File: src/rtl/mem_arbiter_if.sv
// ---------------------------------------------------------------------------
// mem_arbiter_if
//   Bundles the two requester ports (CPU = port 0, DMA = port 1) and the
//   single-ported memory bus that mem_arbiter multiplexes between them.
//
//   slave  : arbiter view (requests and mem_rdata in; acks, grants, strobes out)
//   master : environment view (requesters + memory model), the mirror image
//
//   Requester side : reqN, wrN, addrN, wdataN  -> ackN, rdataN, grantN
//   Memory side    : readM, writeM, address, mem_wdata  <- mem_rdata
//   Status         : busy
// ---------------------------------------------------------------------------
interface mem_arbiter_if #(
  parameter int WORD_SIZE = 16
);
  logic                 req0,   req1;
  logic                 wr0,    wr1;
  logic [WORD_SIZE-1:0] addr0,  addr1;
  logic [WORD_SIZE-1:0] wdata0, wdata1;
  logic                 ack0,   ack1;
  logic [WORD_SIZE-1:0] rdata0, rdata1;
  logic                 grant0, grant1;
  logic                 readM,  writeM;
  logic [WORD_SIZE-1:0] address;
  logic [WORD_SIZE-1:0] mem_wdata;
  logic [WORD_SIZE-1:0] mem_rdata;
  logic                 busy;

  modport slave (
    input  req0, req1, wr0, wr1, addr0, addr1, wdata0, wdata1, mem_rdata,
    output ack0, ack1, rdata0, rdata1, grant0, grant1,
           readM, writeM, address, mem_wdata, busy
  );

  modport master (
    output req0, req1, wr0, wr1, addr0, addr1, wdata0, wdata1, mem_rdata,
    input  ack0, ack1, rdata0, rdata1, grant0, grant1,
           readM, writeM, address, mem_wdata, busy
  );
endinterface

File: src/rtl/mem_arbiter.sv
// ---------------------------------------------------------------------------
// mem_arbiter
//   Two-port round-robin arbiter in front of a fixed-latency memory.
//   One transaction is in flight at a time: IDLE -> ACCESS (MEM_LATENCY
//   cycles of readM/writeM) -> DONE (one-cycle ack) -> IDLE.
//
//   Parameters
//     WORD_SIZE   : address/data width
//     MEM_LATENCY : cycles each strobe is held (1..15)
//
//   Ports
//     clk     : clock, all state changes on posedge
//     reset_n : asynchronous reset, ACTIVE HIGH despite the name
//     bus     : mem_arbiter_if.slave (requesters, memory bus, busy)
// ---------------------------------------------------------------------------

// Per-port read-data holding register. Loads only on a read completion for
// its own port, so writes and the other port's traffic leave it untouched.
module mem_arbiter_port #(
  parameter int WORD_SIZE = 16
) (
  input  logic                 clk,
  input  logic                 reset_n,
  input  logic                 i_cap,
  input  logic [WORD_SIZE-1:0] i_data,
  output logic [WORD_SIZE-1:0] o_rdata
);
  logic [WORD_SIZE-1:0] r_rdata;

  always_ff @(posedge clk or posedge reset_n) begin
    if (reset_n)    r_rdata <= '0;
    else if (i_cap) r_rdata <= i_data;
  end

  assign o_rdata = r_rdata;
endmodule

module mem_arbiter #(
  parameter int WORD_SIZE   = 16,
  parameter int MEM_LATENCY = 2
) (
  input  logic          clk,
  input  logic          reset_n,
  mem_arbiter_if.slave  bus
);
  localparam int NUM_PORTS = 2;
  localparam int CW        = 4;   // holds MEM_LATENCY-1 for the full 1..15 range

  typedef enum logic [1:0] {S_IDLE, S_ACCESS, S_DONE} state_t;

  state_t                              r_state;
  logic [CW-1:0]                       r_cnt;
  logic                                r_last;    // port served most recently
  logic                                r_sel;     // port owning the current access
  logic                                r_wr;
  logic [NUM_PORTS-1:0]                r_ack;
  logic [NUM_PORTS-1:0]                r_grant;
  logic                                r_readM;
  logic                                r_writeM;
  logic                                r_busy;
  logic [WORD_SIZE-1:0]                r_addr;
  logic [WORD_SIZE-1:0]                r_wdata;

  logic [NUM_PORTS-1:0]                w_req;
  logic [NUM_PORTS-1:0]                w_wr;
  logic [NUM_PORTS-1:0][WORD_SIZE-1:0] w_addr;
  logic [NUM_PORTS-1:0][WORD_SIZE-1:0] w_wdata;
  logic [NUM_PORTS-1:0][WORD_SIZE-1:0] w_rdata;
  logic [NUM_PORTS-1:0]                w_cap;
  logic                                w_win;
  logic                                w_last_cyc;

  assign w_req   = {bus.req1,   bus.req0};
  assign w_wr    = {bus.wr1,    bus.wr0};
  assign w_addr  = {bus.addr1,  bus.addr0};
  assign w_wdata = {bus.wdata1, bus.wdata0};

  // Round robin: a lone requester wins outright; on a tie the port that was
  // not served last wins. r_last resets to port 1 so port 0 takes the first tie.
  always_comb begin
    w_win = 1'b0;
    if (&w_req) w_win = ~r_last;
    else        w_win = w_req[1];
  end

  assign w_last_cyc = (r_state == S_ACCESS) && (r_cnt == '0);

  always_ff @(posedge clk or posedge reset_n) begin
    if (reset_n) begin
      r_state  <= S_IDLE;
      r_cnt    <= '0;
      r_last   <= 1'b1;
      r_sel    <= 1'b0;
      r_wr     <= 1'b0;
      r_ack    <= '0;
      r_grant  <= '0;
      r_readM  <= 1'b0;
      r_writeM <= 1'b0;
      r_busy   <= 1'b0;
      r_addr   <= '0;
      r_wdata  <= '0;
    end else begin
      case (r_state)
        S_IDLE: begin
          if (|w_req) begin
            r_state  <= S_ACCESS;
            r_sel    <= w_win;
            r_wr     <= w_wr[w_win];
            r_grant  <= w_win ? 2'b10 : 2'b01;
            r_readM  <= ~w_wr[w_win];
            r_writeM <=  w_wr[w_win];
            r_addr   <= w_addr[w_win];
            r_wdata  <= w_wdata[w_win];
            r_cnt    <= CW'(MEM_LATENCY - 1);
            r_busy   <= 1'b1;
          end
        end
        S_ACCESS: begin
          // Requests are ignored here: the latched transaction always runs out.
          if (r_cnt == '0) begin
            r_state  <= S_DONE;
            r_readM  <= 1'b0;
            r_writeM <= 1'b0;
            r_addr   <= '0;
            r_wdata  <= '0;
            r_ack    <= r_sel ? 2'b10 : 2'b01;
          end else begin
            r_cnt <= r_cnt - 1'b1;
          end
        end
        S_DONE: begin
          r_state <= S_IDLE;
          r_ack   <= '0;
          r_grant <= '0;
          r_busy  <= 1'b0;
          r_last  <= r_sel;
        end
        default: r_state <= S_IDLE;
      endcase
    end
  end

  // Read data is sampled on the edge that closes the last strobe cycle.
  genvar p;
  generate
    for (p = 0; p < NUM_PORTS; p++) begin : g_port
      assign w_cap[p] = w_last_cyc && !r_wr && (r_sel == 1'(p));

      mem_arbiter_port #(.WORD_SIZE(WORD_SIZE)) u_port (
        .clk     (clk),
        .reset_n (reset_n),
        .i_cap   (w_cap[p]),
        .i_data  (bus.mem_rdata),
        .o_rdata (w_rdata[p])
      );
    end
  endgenerate

  assign bus.ack0      = r_ack[0];
  assign bus.ack1      = r_ack[1];
  assign bus.grant0    = r_grant[0];
  assign bus.grant1    = r_grant[1];
  assign bus.rdata0    = w_rdata[0];
  assign bus.rdata1    = w_rdata[1];
  assign bus.readM     = r_readM;
  assign bus.writeM    = r_writeM;
  assign bus.address   = r_addr;
  assign bus.mem_wdata = r_wdata;
  assign bus.busy      = r_busy;
endmodule

File: src/flat_wrapper.sv
// flat-port wrapper written by rule: the top's interface ports become plain ports
module mem_arbiter_flat 
#(
  parameter int WORD_SIZE   = 16,
  parameter int MEM_LATENCY = 2
)
  (clk, reset_n, bus_req0, bus_req1, bus_wr0, bus_wr1, bus_addr0, bus_addr1, bus_wdata0, bus_wdata1, bus_mem_rdata, bus_ack0, bus_ack1, bus_rdata0, bus_rdata1, bus_grant0, bus_grant1, bus_readM, bus_writeM, bus_address, bus_mem_wdata, bus_busy);
  mem_arbiter_if #(.WORD_SIZE(WORD_SIZE)) bus_i ();
  input  logic clk;
  input  logic reset_n;
  input wire logic [$bits(bus_i.req0)-1:0] bus_req0;
  input wire logic [$bits(bus_i.req1)-1:0] bus_req1;
  input wire logic [$bits(bus_i.wr0)-1:0] bus_wr0;
  input wire logic [$bits(bus_i.wr1)-1:0] bus_wr1;
  input wire logic [$bits(bus_i.addr0)-1:0] bus_addr0;
  input wire logic [$bits(bus_i.addr1)-1:0] bus_addr1;
  input wire logic [$bits(bus_i.wdata0)-1:0] bus_wdata0;
  input wire logic [$bits(bus_i.wdata1)-1:0] bus_wdata1;
  input wire logic [$bits(bus_i.mem_rdata)-1:0] bus_mem_rdata;
  output wire logic [$bits(bus_i.ack0)-1:0] bus_ack0;
  output wire logic [$bits(bus_i.ack1)-1:0] bus_ack1;
  output wire logic [$bits(bus_i.rdata0)-1:0] bus_rdata0;
  output wire logic [$bits(bus_i.rdata1)-1:0] bus_rdata1;
  output wire logic [$bits(bus_i.grant0)-1:0] bus_grant0;
  output wire logic [$bits(bus_i.grant1)-1:0] bus_grant1;
  output wire logic [$bits(bus_i.readM)-1:0] bus_readM;
  output wire logic [$bits(bus_i.writeM)-1:0] bus_writeM;
  output wire logic [$bits(bus_i.address)-1:0] bus_address;
  output wire logic [$bits(bus_i.mem_wdata)-1:0] bus_mem_wdata;
  output wire logic [$bits(bus_i.busy)-1:0] bus_busy;
  assign bus_i.req0 = bus_req0;
  assign bus_i.req1 = bus_req1;
  assign bus_i.wr0 = bus_wr0;
  assign bus_i.wr1 = bus_wr1;
  assign bus_i.addr0 = bus_addr0;
  assign bus_i.addr1 = bus_addr1;
  assign bus_i.wdata0 = bus_wdata0;
  assign bus_i.wdata1 = bus_wdata1;
  assign bus_i.mem_rdata = bus_mem_rdata;
  assign bus_ack0 = bus_i.ack0;
  assign bus_ack1 = bus_i.ack1;
  assign bus_rdata0 = bus_i.rdata0;
  assign bus_rdata1 = bus_i.rdata1;
  assign bus_grant0 = bus_i.grant0;
  assign bus_grant1 = bus_i.grant1;
  assign bus_readM = bus_i.readM;
  assign bus_writeM = bus_i.writeM;
  assign bus_address = bus_i.address;
  assign bus_mem_wdata = bus_i.mem_wdata;
  assign bus_busy = bus_i.busy;
  mem_arbiter #(.WORD_SIZE(WORD_SIZE), .MEM_LATENCY(MEM_LATENCY)) u_core (.clk(clk), .reset_n(reset_n), .bus(bus_i));
endmodule
File: config.mk
export PLATFORM = sky130hd
export DESIGN_NAME = mem_arbiter_flat
export DESIGN_NICKNAME = d
export VERILOG_FILES = /design/src/rtl/mem_arbiter_if.sv /design/src/rtl/mem_arbiter.sv /design/src/flat_wrapper.sv
export SDC_FILE = /design/constraint.sdc
export NUM_CORES = 1
export LEC_CHECK = 0
export CORE_ASPECT_RATIO = 1.5
export CORE_MARGIN = 1.5
export CORE_UTILIZATION = 29
export DETAILED_ROUTE_END_ITERATION = 16
export SETUP_SLACK_MARGIN = 0.1
export SLEW_MARGIN = 40
export SYNTH_ARGS = -nofsm -noshare
export SYNTH_HDL_FRONTEND = slang
export SYNTH_SLANG_ARGS = --single-unit
File: constraint.sdc
create_clock -name clk -period 3.5 [get_ports clk]
set_clock_uncertainty 0.2 [all_clocks]
set_input_delay 0.7 -clock clk [delete_from_list [all_inputs] [get_ports clk]]
set_output_delay 0.7 -clock clk [all_outputs]
set_load 0.005 [all_outputs]
# After elaboration in Yosys (flattened, before gate mapping)

Cells that the tools add are included.

Bitwise gates (word level): 3
Muxes and demuxes: 31
Equality and inequality tests: 5
Add/sub/neg operators: 1
Reductions and logical operators: 18
Magnitude comparators: 1

Operators with widths:

| kind                  | number |
|---|---|
| $mux W16              | 7 |
| $pmux W16 S2          | 2 |
| $mux W2               | 6 |
| $pmux W2 S2           | 3 |
| $reduce_and A2 Y1     | 5 |
| $mux W4               | 2 |
| $pmux W4 S2           | 1 |
| $mux W1               | 7 |
| $pmux W1 S2           | 3 |
| $reduce_and A3 Y1     | 2 |
| $reduce_bool A2 Y1    | 3 |
| $logic_and A1 B1 Y1   | 4 |
| $logic_not A4 Y1      | 1 |
| $ne A2 B2 Y1 const B  | 2 |
| $sub A4 B1 Y4 const B | 1 |
| $not A1 Y1            | 3 |
| $eq A2 B1 Y1 const B  | 1 |
| $eq A2 B2 Y1 const B  | 1 |
| $logic_not A2 Y1      | 1 |
| $lt A1 B2 Y1 const B  | 1 |
| $ne A2 B1 Y1 const B  | 1 |
| $reduce_or A2 Y1      | 1 |
| $logic_not A1 Y1      | 1 |

Bits in registers: 80
Output and inout bits: 71
Logic and storage cells: 73

# Longest topological paths before layout

Gate-level depths: netlist (run 1).

Word-level depth: 7
Depth in mapped cells: 7

# By module

Synthesis (run 1) repeated with hierarchy kept, for this count alone.

Cells, all modules: 253
Area total of the unflattened synthesis: 3552.2 um^2

By module, submodules not included:

| module           | cells each | times used | area each (um^2) | sequential area each (um^2) |
|---|---|---|---|---|
| mem_arbiter      | 183        | 1          | 2245.9           | 1202.4 |
| mem_arbiter_port | 35         | 2          | 653.1            | 400.4 |

# Worst setup path after synthesis (run 1)

OpenSTA, ideal clock, no wires.

Path type: input to register
From: input port bus_req0
To: register u_core.r_addr[0], in the netlist u_core.bus.address[0]
Stages: 5
Buffers on the path: 2
Setup slack: 1501 ps
Data arrival time: 1658 ps
Cell sequence: or2_2 -> buf_2 -> buf_1 -> a221oi_1 -> a31oi_1

Longest elaborated chain between the ends: 6
Elaborated cells between the ends (all ways): 9
Classes of those cells: 1 x eq/ne; 5 x mux; 3 x reduce/logical

RTL lines:

| item                                         | line               | source |
|---|---|---|
| from (decl)                                  | flat_wrapper.sv:11 | `input wire logic [$bits(bus_i.req0)-1:0] bus_req0;` |
| $reduce_and A2 Y1                            | mem_arbiter.sv:82  | `if (&w_req) w_win = ~r_last;` |
| $mux W1                                      | mem_arbiter.sv:82  |  |
| $mux W16 (implied by the code) (2 in series) | mem_arbiter.sv:112 | `r_addr <= w_addr[w_win];` |
| $mux W16                                     | mem_arbiter.sv:105 | `if (\|w_req) begin` |
| $pmux W16 S2                                 | mem_arbiter.sv:103 | `case (r_state)` |
| to (signal assigned)                         | mem_arbiter.sv:112 |  |
| to (decl)                                    | mem_arbiter.sv:61  | `logic [WORD_SIZE-1:0] r_addr;` |

Several ways; a longest one is shown, not always the timed one. The select of a mux whose other input is x is not followed.
A chain may end at the register's enable or synchronous reset.

# Final worst setup path (run 1)

From: register u_core.r_cnt[0]
To: register u_core.g_port[1].u_port.r_rdata[2]

Longest elaborated chain between the ends: 4

RTL lines:

| item                              | line               | source |
|---|---|---|
| from (decl)                       | mem_arbiter.sv:52  | `logic [CW-1:0] r_cnt;` |
| from (signal assigned)            | mem_arbiter.sv:114 | `r_cnt <= CW'(MEM_LATENCY - 1);` |
| from (signal assigned)            | mem_arbiter.sv:128 | `r_cnt <= r_cnt - 1'b1;` |
| $logic_not A4 Y1                  | mem_arbiter.sv:86  | `assign w_last_cyc = (r_state == S_ACCESS) && (r_cnt == '0);` |
| $logic_and A1 B1 Y1               | mem_arbiter.sv:86  |  |
| $logic_and A1 B1 Y1 (2 in series) | mem_arbiter.sv:147 | `assign w_cap[p] = w_last_cyc && !r_wr && (r_sel == 1'(p));` |
| to (signal assigned)              | mem_arbiter.sv:32  | `else if (i_cap) r_rdata <= i_data;` |
| to (decl)                         | mem_arbiter.sv:28  | `logic [WORD_SIZE-1:0] r_rdata;` |

Every way passes these cells.

==> results of run 1 <==
-- layer usage --
| metal | track usage, % | routed length [um] |
|---|---|---|
| met5 | 0 | 0 |
| met4 | 9.687 | 406 |
| met3 | 3.674 | 902 |
| met2 | 29.43 | 5884 |
| met1 | 19.44 | 4421 |
-- state kept, by name, summed over array words and instances (netlist names) --
signal	cells
u_core.bus.writeM	1
u_core.r_sel	1
u_core.bus.busy	1
u_core.bus.readM	1
u_core.r_state	2
u_core.r_last	1
u_core.bus.mem_wdata	16
u_core.r_cnt	4
u_core.r_grant	2
u_core.bus.address	16
u_core.r_wr	1
u_core.g_port.u_port.o_rdata	32
u_core.r_ack	2
-- synth_stat cells (all sizes together), types with 3 or more instances --
master and number:
o21ai 7, a31oi 33, dfrtp 79, buf 17, inv 6, nand2 7
a221oi 32, nand3 66, nand2b 3, clkbuf 20, mux2 33, mux2i 4
nor2 4
-- cells in the final DEF (no fill, tap or decap), drive strengths merged, types with 3 or more instances in the layout --
master           n
dfrtp           79
mux2            33
clkdlybuf4s50  156
buf              8
clkbuf          11
a221oi          32
clkinv           4
nand2            7
mux2i            4
o21ai            7
a31oi           33
nor2             4
inv              5
nand3           66
nand2b           3
-- worst register-to-register path, stage by stage (launching register included) --
cell and delay, ns:
sky130_fd_sc_hd__dfrtp_1 0.37, sky130_fd_sc_hd__inv_1 0.11, sky130_fd_sc_hd__ha_1 0.16, sky130_fd_sc_hd__nor3b_4 0.18
sky130_fd_sc_hd__buf_4 0.45, sky130_fd_sc_hd__nand4b_4 0.44, sky130_fd_sc_hd__mux2_4 0.44
-- path summary, 6_finish.rpt --
path,startpoint,end,cells after the start
setup / recovery,u_core.r_cnt[0],u_core.g_port[1].u_port.o_rdata[2],6
hold / removal,u_core.bus.busy,u_core.bus.busy,2
setup reg to reg,u_core.r_cnt[0],u_core.g_port[1].u_port.o_rdata[2],6
hold reg to reg,u_core.bus.busy,u_core.bus.busy,2
max in group asynchronous,reset_n,u_core.r_last,3
min in group asynchronous,reset_n,u_core.g_port[1].u_port.o_rdata[12],2
-- logic make-up after synthesis --
family	count (synthesis)
AOI/OAI and AO/OA	85
adders and majority gates	2
buffers and inverters	43
DFF	80
muxes	37
and+or+nand+nor	90
-- power groups by stage --
stage	combinational [mW]	sequential [mW]	clock [mW]
2_1_floorplan	1.36	1.71	0
3_3_place_gp	2.58	1.72	0
3_5_place_dp	2.63	1.74	0
4_1_cts	2.64	1.73	0.962
5_1_grt	2.88	1.79	1.00
6_report	2.61	1.73	0.930
-- final cells by class --
class,count,area share (%)
clock buffer,11,4.200
sequential,80,34.66
inverter,6,0.4113
clock inverter,5,0.9742
tap,159,3.442
multi-input combinational,214,28.04
timing repair buffer,164,28.27
-- through the flow --
stage               instance area (um2)  utilization [%]  hold WS (ns)
floorplan                          3792                -        0.2706
global route                       5779            44.84        0.3216
detailed placement                 5480            42.52        0.2707
finish                             5779            44.84        0.2788
global placement                   5479            42.51        0.2635
CTS                                5779            44.84        0.2861
==> results.toml, run 1 <==
[worst_setup_path]
setup.worst_path.start_class = "flop"
path_class = "flop to flop"
crit_path_max_incr_delay_ns = 0.45
critical-path-slowest-cell = "sky130_fd_sc_hd__buf_4"
reg2reg_slack_ns = 1.03
worstPathRequired_ns = 3.52
cp_max_fo = 41
arrival_ns = 2.48
setup.worst_path.end_class = "flop"
path_cells = "inv_1, ha_1, nor3b_4, buf_4, nand4b_4, mux2_4"
crit_family = "simple AND/OR/NAND/NOR gates"
crit_buf_inv = 2

[drt]
route.vias.total = 3435
drt_wl_total_um = 11610
number_of_drc_violations_after_detailed_routing = 0
vias_per_cell = 5.376
drt-initial-drc-count = 236
drtPass1Iterations = 4
drtAntennaViolNets = 0
wire_per_inst_um = 18.18

[clock_network]
cts.root.buffer_cell = "sky130_fd_sc_hd__clkbuf_16"
cts.path.max_buffers = 2
cts_hold_buf = 0
tritoncts = "built"
numCtsBuffers = 9
clock_transition_at_the_register_clock_pins_on_the_worst_setup_and_hold_paths_after_cts_ns = 0.06
post-cts-setup-buffer-count = 0
cts.sinks = 80
cts-htree-levels = 3
worst_skew_pair.late_latency_ns = 0.33
cts.repair.resized = 0

[floorplan]
io_pins = 157
fp-row-count = 51
die_width_um = 96.37
effective_utilization_at_floorplan_pct = 29.42
die_area_um2 = 13790
die_height_um = 143.1
core_region_area_um2 = 12890

[power]
seqPwrFrac_pct = 32.8
pleak_nw = 2.294
power.internal_mw = 3.425
pwr_density_cell_nw_per_um2 = 912.3
combPwrFrac_pct = 49.5
power.share.switching_pct = 35.04
power.net_switching_mw = 1.848
power_mw = 5.272
power.clock.fraction_pct = 17.6
power.ir.vdd_worst_mv = 0.4199

[timing]
final_count_of_pins_violating_max_slew = 0
final-setup-viol-count = 0
worst-slew-pin-transition_ns = 0.7137
finalHoldViolCount = 0
slew-limit-headroom_pct = 52.42
postLayoutSetupSlackWorst_ns = 1.035
rsz0062_at_grt = "false"
finalSetupTns_ns = 0
finalCriticalPeriod_ns = 2.466
max_freq_mhz = 405.6
final.period_utilization_pct = 70.44

[placed_design]
port_buffers = 156
placed_cells = 623
finalWeightedCongestion = 0.8383
setup_slack_placement_ns = 0.7643
dp.final_hpwl_um = 8099

[cells_and_area]
layout.cells.non_filler = 639
antenna-diode-count = 0
combined_area_of_the_multi_input_logic_cells_um2 = 1620
layout-drive-gt1-share_pct = 14.37
layout.area.seq_um2 = 2003
fillers = 1215
areaGrowthSynthToFinish_pct = 52.39
nNetsFinal = 563

[synth]
synth_mux_area_share_pct = 11.84
yosys-top-cells-area = "sky130_fd_sc_hd__dfrtp_1 (52%), sky130_fd_sc_hd__nand3_1 (8.6%), sky130_fd_sc_hd__a221oi_1 (7.4%), sky130_fd_sc_hd__mux2_2 (6.8%), sky130_fd_sc_hd__a31oi_1 (5.4%)"
yosys_register_bits = 80
netlist.top_cell.by_area = "sky130_fd_sc_hd__dfrtp_1"
synthSimpleGateAreaFrac_pct = 13.10
area_of_the_mapped_netlist_um2 = 3792
synth-edff-count = 0
synth_async_sr_flop_share_pct = 100.0
syn_warnings = 0
post_synth_xor_area_fraction_pct = 0
yosys.area.top_type_share_pct = 52.13
synth_compound_area_share_pct = 16.40
synth_top_flop_cell = "sky130_fd_sc_hd__dfrtp_1"
mappedNetlistNets = 425
synthesis.area_per_instance_um2 = 11.25
synthesis.instances = 337
synth-adder-area-share_pct = 0.6598
ys_seq_area_share_pct = 52.82
post_synth_num_cell_types = 40
largest_family_of_logic_cells_by_synthesized_area = "compound AO/OA/AOI/OAI gates"

[global_routing]
antenna_found_initial = 0
first_global_vias = 3524
overflow = 0
grt_max_degree = 49
track_usage_pct = 17.21
grt_first_pass_wirelength_um = 18040

[run]
drv.max_cap_violation_count = 0

[outcome]
status = "finished, final reports clean"

[min_path]
timing.hold.worst.class = "flop to flop"
No activity file was read; power rests on OpenSTA's default activity.
==> inputs of run 2 (changes only) <==
clock period = 2.3 ns   (was 3.5 ns; I/O delays follow)
==> run 2 against run 1 <==
  * Total power rose by 59%
  * Register-to-register slack worse by 0.74 ns
  * Sequential share of layout area shrank 1.1 points
  * Die area unchanged
  * Global-route usage shrank 0.51 points
  * First-iteration DRC count fell by 18%
  * Cell count grew 1.9%
  * Via count up 0.29%
  * Non-clock buffer count grew 12
  * Worst hold slack got worse by 0.031 ns
  * Worst setup slack got worse by 0.74 ns
  * Critical endpoint is now u_core.g_port[0].u_port.o_rdata[3]
  * Largest cell class unchanged
==> results.toml, run 2 (synthesis results as in run 1) <==
[clock_network]
tritoncts = "built"
numCtsBuffers = 9
worst_skew_pair.late_latency_ns = 0.33
cts-htree-levels = 3
cts.sinks = 80
cts_hold_buf = 0
cts.path.max_buffers = 2
clock_transition_at_the_register_clock_pins_on_the_worst_setup_and_hold_paths_after_cts_ns = 0.06
cts.root.buffer_cell = "sky130_fd_sc_hd__clkbuf_16"

[drt]
drt_wl_total_um = 11460
number_of_drc_violations_after_detailed_routing = 0
wire_per_inst_um = 17.60
vias_per_cell = 5.292
drt-initial-drc-count = 194
drtAntennaViolNets = 0
route.vias.total = 3445
drtPass1Iterations = 4

[placed_design]
finalWeightedCongestion = 0.8630
port_buffers = 156
dp.final_hpwl_um = 8069

[floorplan]
core_region_area_um2 = 12890
io_pins = 157
die_width_um = 96.37
die_height_um = 143.1
effective_utilization_at_floorplan_pct = 29.42
fp-row-count = 51
die_area_um2 = 13790

[worst_setup_path]
path_cells = "nor2b_4, buf_4, nand3_4, mux2_2"
arrival_ns = 2.01
path_class = "flop to flop"
setup.worst_path.start_class = "flop"
setup.worst_path.end_class = "flop"
critical-path-slowest-cell = "sky130_fd_sc_hd__dfrtp_1"
cp_max_fo = 18
crit_buf_inv = 1
worstPathRequired_ns = 2.31
crit_path_max_incr_delay_ns = 0.51
crit_family = "simple AND/OR/NAND/NOR gates"

[timing]
worst_slack_on_hold_paths_ns = 0.2478
max_freq_mhz = 499.5
finalSetupTns_ns = 0
final_count_of_pins_violating_max_slew = 0
rsz0062_at_grt = "false"
slew-limit-headroom_pct = 73.52
final.period_utilization_pct = 87.05
worst-slew-pin-transition_ns = 0.3861
finalCriticalPeriod_ns = 2.002
final-setup-viol-count = 0
finalHoldViolCount = 0

[global_routing]
grt_max_degree = 39
antenna_found_initial = 0
first_global_vias = 3492
overflow = 0
grt_first_pass_wirelength_um = 17460
track_usage_pct = 16.70

[cells_and_area]
antenna-diode-count = 0
areaGrowthSynthToFinish_pct = 57.57
layout-drive-gt1-share_pct = 16.06
most_common_cell_after_layout_fill_and_taps_aside = "sky130_fd_sc_hd__clkdlybuf4s50_1"
largest_register_ffs = 32
layout_common_cells = "sky130_fd_sc_hd__clkdlybuf4s50_1 (156), sky130_fd_sc_hd__dfrtp_1 (79), sky130_fd_sc_hd__nand3_1 (65)"
nNetsFinal = 575

[power]
power.ir.vdd_worst_mv = 0.5266
pleak_nw = 2.374
pwr_density_cell_nw_per_um2 = 1403

[min_path]
timing.hold.worst.class = "primary input to async pin"

[outcome]
status = "finished, final reports clean"

[run]
drv.max_cap_violation_count = 0
[run 2: per-stage QoR]
stage          setup WS, ns  area, um2  power [mW]  instances  util (%)
3_3_place_gp         0.1282       5599       6.691        632     43.44
6_report             0.2979       5976       8.385        651     46.36
2_1_floorplan        0.3867       3796       4.677        337         -
5_1_grt              0.2019       5976       8.972        651     46.36
3_5_place_dp        0.09627       5599       6.769        632     43.44
4_1_cts              0.1355       5957       8.441        649     46.21
[run 2: cell type report]
| cell class | instances | area (um2) |
|---|---|---|
| fill | 1156 | 6914 |
| sequential | 80 | 2003 |
| timing repair buffer | 176 | 1803 |
| multi-input combinational | 214 | 1607 |
| clock buffer | 11 | 232.7 |
| tap | 159 | 198.9 |
| clock inverter | 5 | 105.1 |
| inverter | 6 | 26.28 |
[run 2: routing by layer]
layer  up-vias  GRT usage [%]  wire length [um]
met5         -              0                 0
met4         0          8.085               232
met3        16          3.621               729
met2       156          29.28              6082
met1      1689          18.74              4410
li1       1584              -                 -
[run 2: final timing paths]
| check | endpoint | startpoint | slack [ns] | depth (start not counted) |
|---|---|---|---|---|
| worst max-delay path | u_core.g_port[0].u_port.o_rdata[3] | u_core.r_state[0] | 0.30 | 4 |
| worst min-delay path | u_core.r_state[1] | reset_n | 0.25 | 2 |
| max in group asynchronous | u_core.r_last | reset_n | 1.12 | 3 |
| min in group clk | u_core.bus.busy | u_core.bus.busy | 0.28 | 2 |
| worst max register to register | u_core.g_port[0].u_port.o_rdata[3] | u_core.r_state[0] | 0.30 | 4 |
| worst min register to register | u_core.bus.busy | u_core.bus.busy | 0.28 | 2 |
[run 2: power by group]
| part | switching [mW] | internal (mW) |
|---|---|---|
| registers | 0.463 | 2.15 |
| clock network | 0.553 | 1.06 |
| logic | 1.80 | 2.36 |
[run 2: what timing repair did]
action,4_1_cts,5_1_grt
setup endpoints to repair,15,2
pin swaps,1,0
setup buffers,1,2
gates resized for setup,0,1
==> inputs of run 3 (changes only) <==
CORE_MARGIN = 3   (was 1.5)
==> run 3 against run 2 <==
  * Total power decreased by 1.2%
  * Worst setup slack improved by 0.0083 ns
  * Critical path depth up 4
  * Critical path type unchanged
  * Via count about the same
  * Fmax up 0.42%
==> results.toml, run 3 (synthesis results as in run 1) <==
[worst_setup_path]
worstPathRequired_ns = 2.35
critical-path-slowest-cell = "sky130_fd_sc_hd__dfrtp_1"
path_cells = "inv_1, ha_1, nor3b_4, buf_4, buf_8, a22o_4, buf_6, a31oi_1"
path_class = "flop to flop"
reg2reg_slack_ns = 0.31
crit_path_max_incr_delay_ns = 0.34
setup.worst_path.start_class = "flop"
reg2reg_launch_point = "u_core.r_cnt[0]"
cp_max_fo = 23
worstRegToRegCells = 8
critical_path_destination = "u_core.bus.address[10]"
arrival_ns = 2.05
setup.worst_path.end_class = "flop"
critical_path.startpoint = "u_core.r_cnt[0]"
r2r_end = "u_core.bus.address[10]"

[power]
power.ir.vdd_worst_mv = 0.5619
combPwrFrac_pct = 51.1
power.net_switching_mw = 2.858
pleak_nw = 2.382
seqPwrFrac_pct = 31.2
power.share.switching_pct = 34.48
power.internal_mw = 5.430
power.clock.fraction_pct = 17.7
pwr_density_cell_nw_per_um2 = 1395

[global_routing]
grt_first_pass_wirelength_um = 18940
overflow = 0
first_global_vias = 3636
antenna_found_initial = 0
grt_max_degree = 75
track_usage_pct = 16.32

[floorplan]
die_area_um2 = 14510
fp-row-count = 50
effective_utilization_at_floorplan_pct = 30.01
die_height_um = 146.1
die_width_um = 99.37
core_region_area_um2 = 12640
io_pins = 157

[drt]
vias_per_cell = 5.304
route.vias.total = 3442
drtPass1Iterations = 5
drtAntennaViolNets = 0
drt-initial-drc-count = 212
wire_per_inst_um = 18.43
drt_wl_total_um = 11960
number_of_drc_violations_after_detailed_routing = 0

[clock_network]
cts-htree-levels = 3
cts.root.buffer_cell = "sky130_fd_sc_hd__clkbuf_16"
cts.path.max_buffers = 2
numCtsBuffers = 9
worst_skew_pair.late_latency_ns = 0.34
tritoncts = "built"
cts.sinks = 80
clock_transition_at_the_register_clock_pins_on_the_worst_setup_and_hold_paths_after_cts_ns = 0.06

[run]
drv.max_cap_violation_count = 0

[timing]
rsz0062_at_grt = "false"
final_count_of_pins_violating_max_slew = 0
worst_slack_on_hold_paths_ns = 0.1899
worst-slew-pin-transition_ns = 0.4248
finalHoldViolCount = 0
max_freq_mhz = 501.6
finalSetupTns_ns = 0
finalCriticalPeriod_ns = 1.994
final-setup-viol-count = 0
slew-limit-headroom_pct = 71.68
final.period_utilization_pct = 86.69

[cells_and_area]
nNetsFinal = 576
fin_area_um2 = 5939
most_common_cell_after_layout_fill_and_taps_aside = "sky130_fd_sc_hd__clkdlybuf4s50_1"
areaGrowthSynthToFinish_pct = 56.62
layout_common_cells = "sky130_fd_sc_hd__clkdlybuf4s50_1 (156), sky130_fd_sc_hd__dfrtp_1 (79), sky130_fd_sc_hd__nand3_1 (65)"
layout-drive-gt1-share_pct = 16.63
largest_register_ffs = 32
antenna-diode-count = 0

[outcome]
status = "finished, final reports clean"

[placed_design]
finalWeightedCongestion = 0.8280
port_buffers = 156
dp.final_hpwl_um = 8464
placed_area_um2 = 5578

[min_path]
timing.hold.worst.class = "primary input to async pin"
## run 3: cell count changes in the layout (fill, tap and decap cells not counted), sizes merged
cell      before  now
clkinvlp       3    1
clkinv         0    2
buf           20   21
bufinv         3    1
clkbuf        11   13
## run 3: routing by layer
layer | share of wire (%) | global-route usage [%]
met3 | 7.2 | 3.442
met1 | 40 | 19.84
met4 | 3.0 | 8.271
met2 | 50 | 27.02
met5 | 0 | 0
## run 3: how the worst min path moves through the flow
stage,from,end,slack [ns],depth (start not counted)
floorplan,u_core.bus.busy,u_core.bus.busy,0.27,2
global placement,u_core.bus.busy,u_core.bus.busy,0.27,2
detailed placement,u_core.bus.busy,u_core.bus.busy,0.27,2
CTS,reset_n,u_core.g_port[0].u_port.o_rdata[1],0.18,2
global route,reset_n,u_core.g_port[1].u_port.o_rdata[1],0.19,2
finish,reset_n,u_core.g_port[1].u_port.o_rdata[1],0.19,2
## run 3: cell type report
cell class	instances	area, um2
fill	1146	6698
sequential	80	2003
timing repair buffer	177	1784
multi-input combinational	214	1620
clock buffer	13	270.3
tap	156	195.2
clock inverter	3	40.04
inverter	6	26.28
## run 3: power groups by stage
| stage | Clock, mW | Sequential [mW] | Combinational (mW) |
|---|---|---|---|
| 2_1_floorplan | 0 | 2.60 | 2.08 |
| 3_3_place_gp | 0 | 2.59 | 4.09 |
| 3_5_place_dp | 0 | 2.60 | 4.22 |
| 4_1_cts | 1.51 | 2.59 | 4.24 |
| 5_1_grt | 1.57 | 2.68 | 4.61 |
| 6_report | 1.47 | 2.59 | 4.23 |
## run 3: critical path, delay by kind of cell, from the launching register on
kind,cells,cell delay (ns)
AOI/OAI and AO/OA,2,0.45
DFF,1,0.34
and+or+nand+nor,1,0.15
adders and majority gates,1,0.20
buffers and inverters,4,0.57
## run 3: per-stage QoR
stage / setup slack, ns / util [%] / std cells / power (mW)
2_1_floorplan: 0.3867 / - / 337 / 4.677
3_3_place_gp: 0.04621 / 44.14 / 631 / 6.687
3_5_place_dp: 0.0007456 / 44.14 / 631 / 6.824
4_1_cts: 0.1770 / 46.68 / 648 / 8.342
5_1_grt: 0.1815 / 47.00 / 649 / 8.860
6_report: 0.3062 / 47.00 / 649 / 8.288
## run 3: repair_timing
item	in CTS	in global routing
pin swaps	0	0
gates resized for setup	1	4
endpoints found under the hold margin	0	0
setup buffers	1	1
endpoints found under the setup margin	32	47
hold buffers	0	0
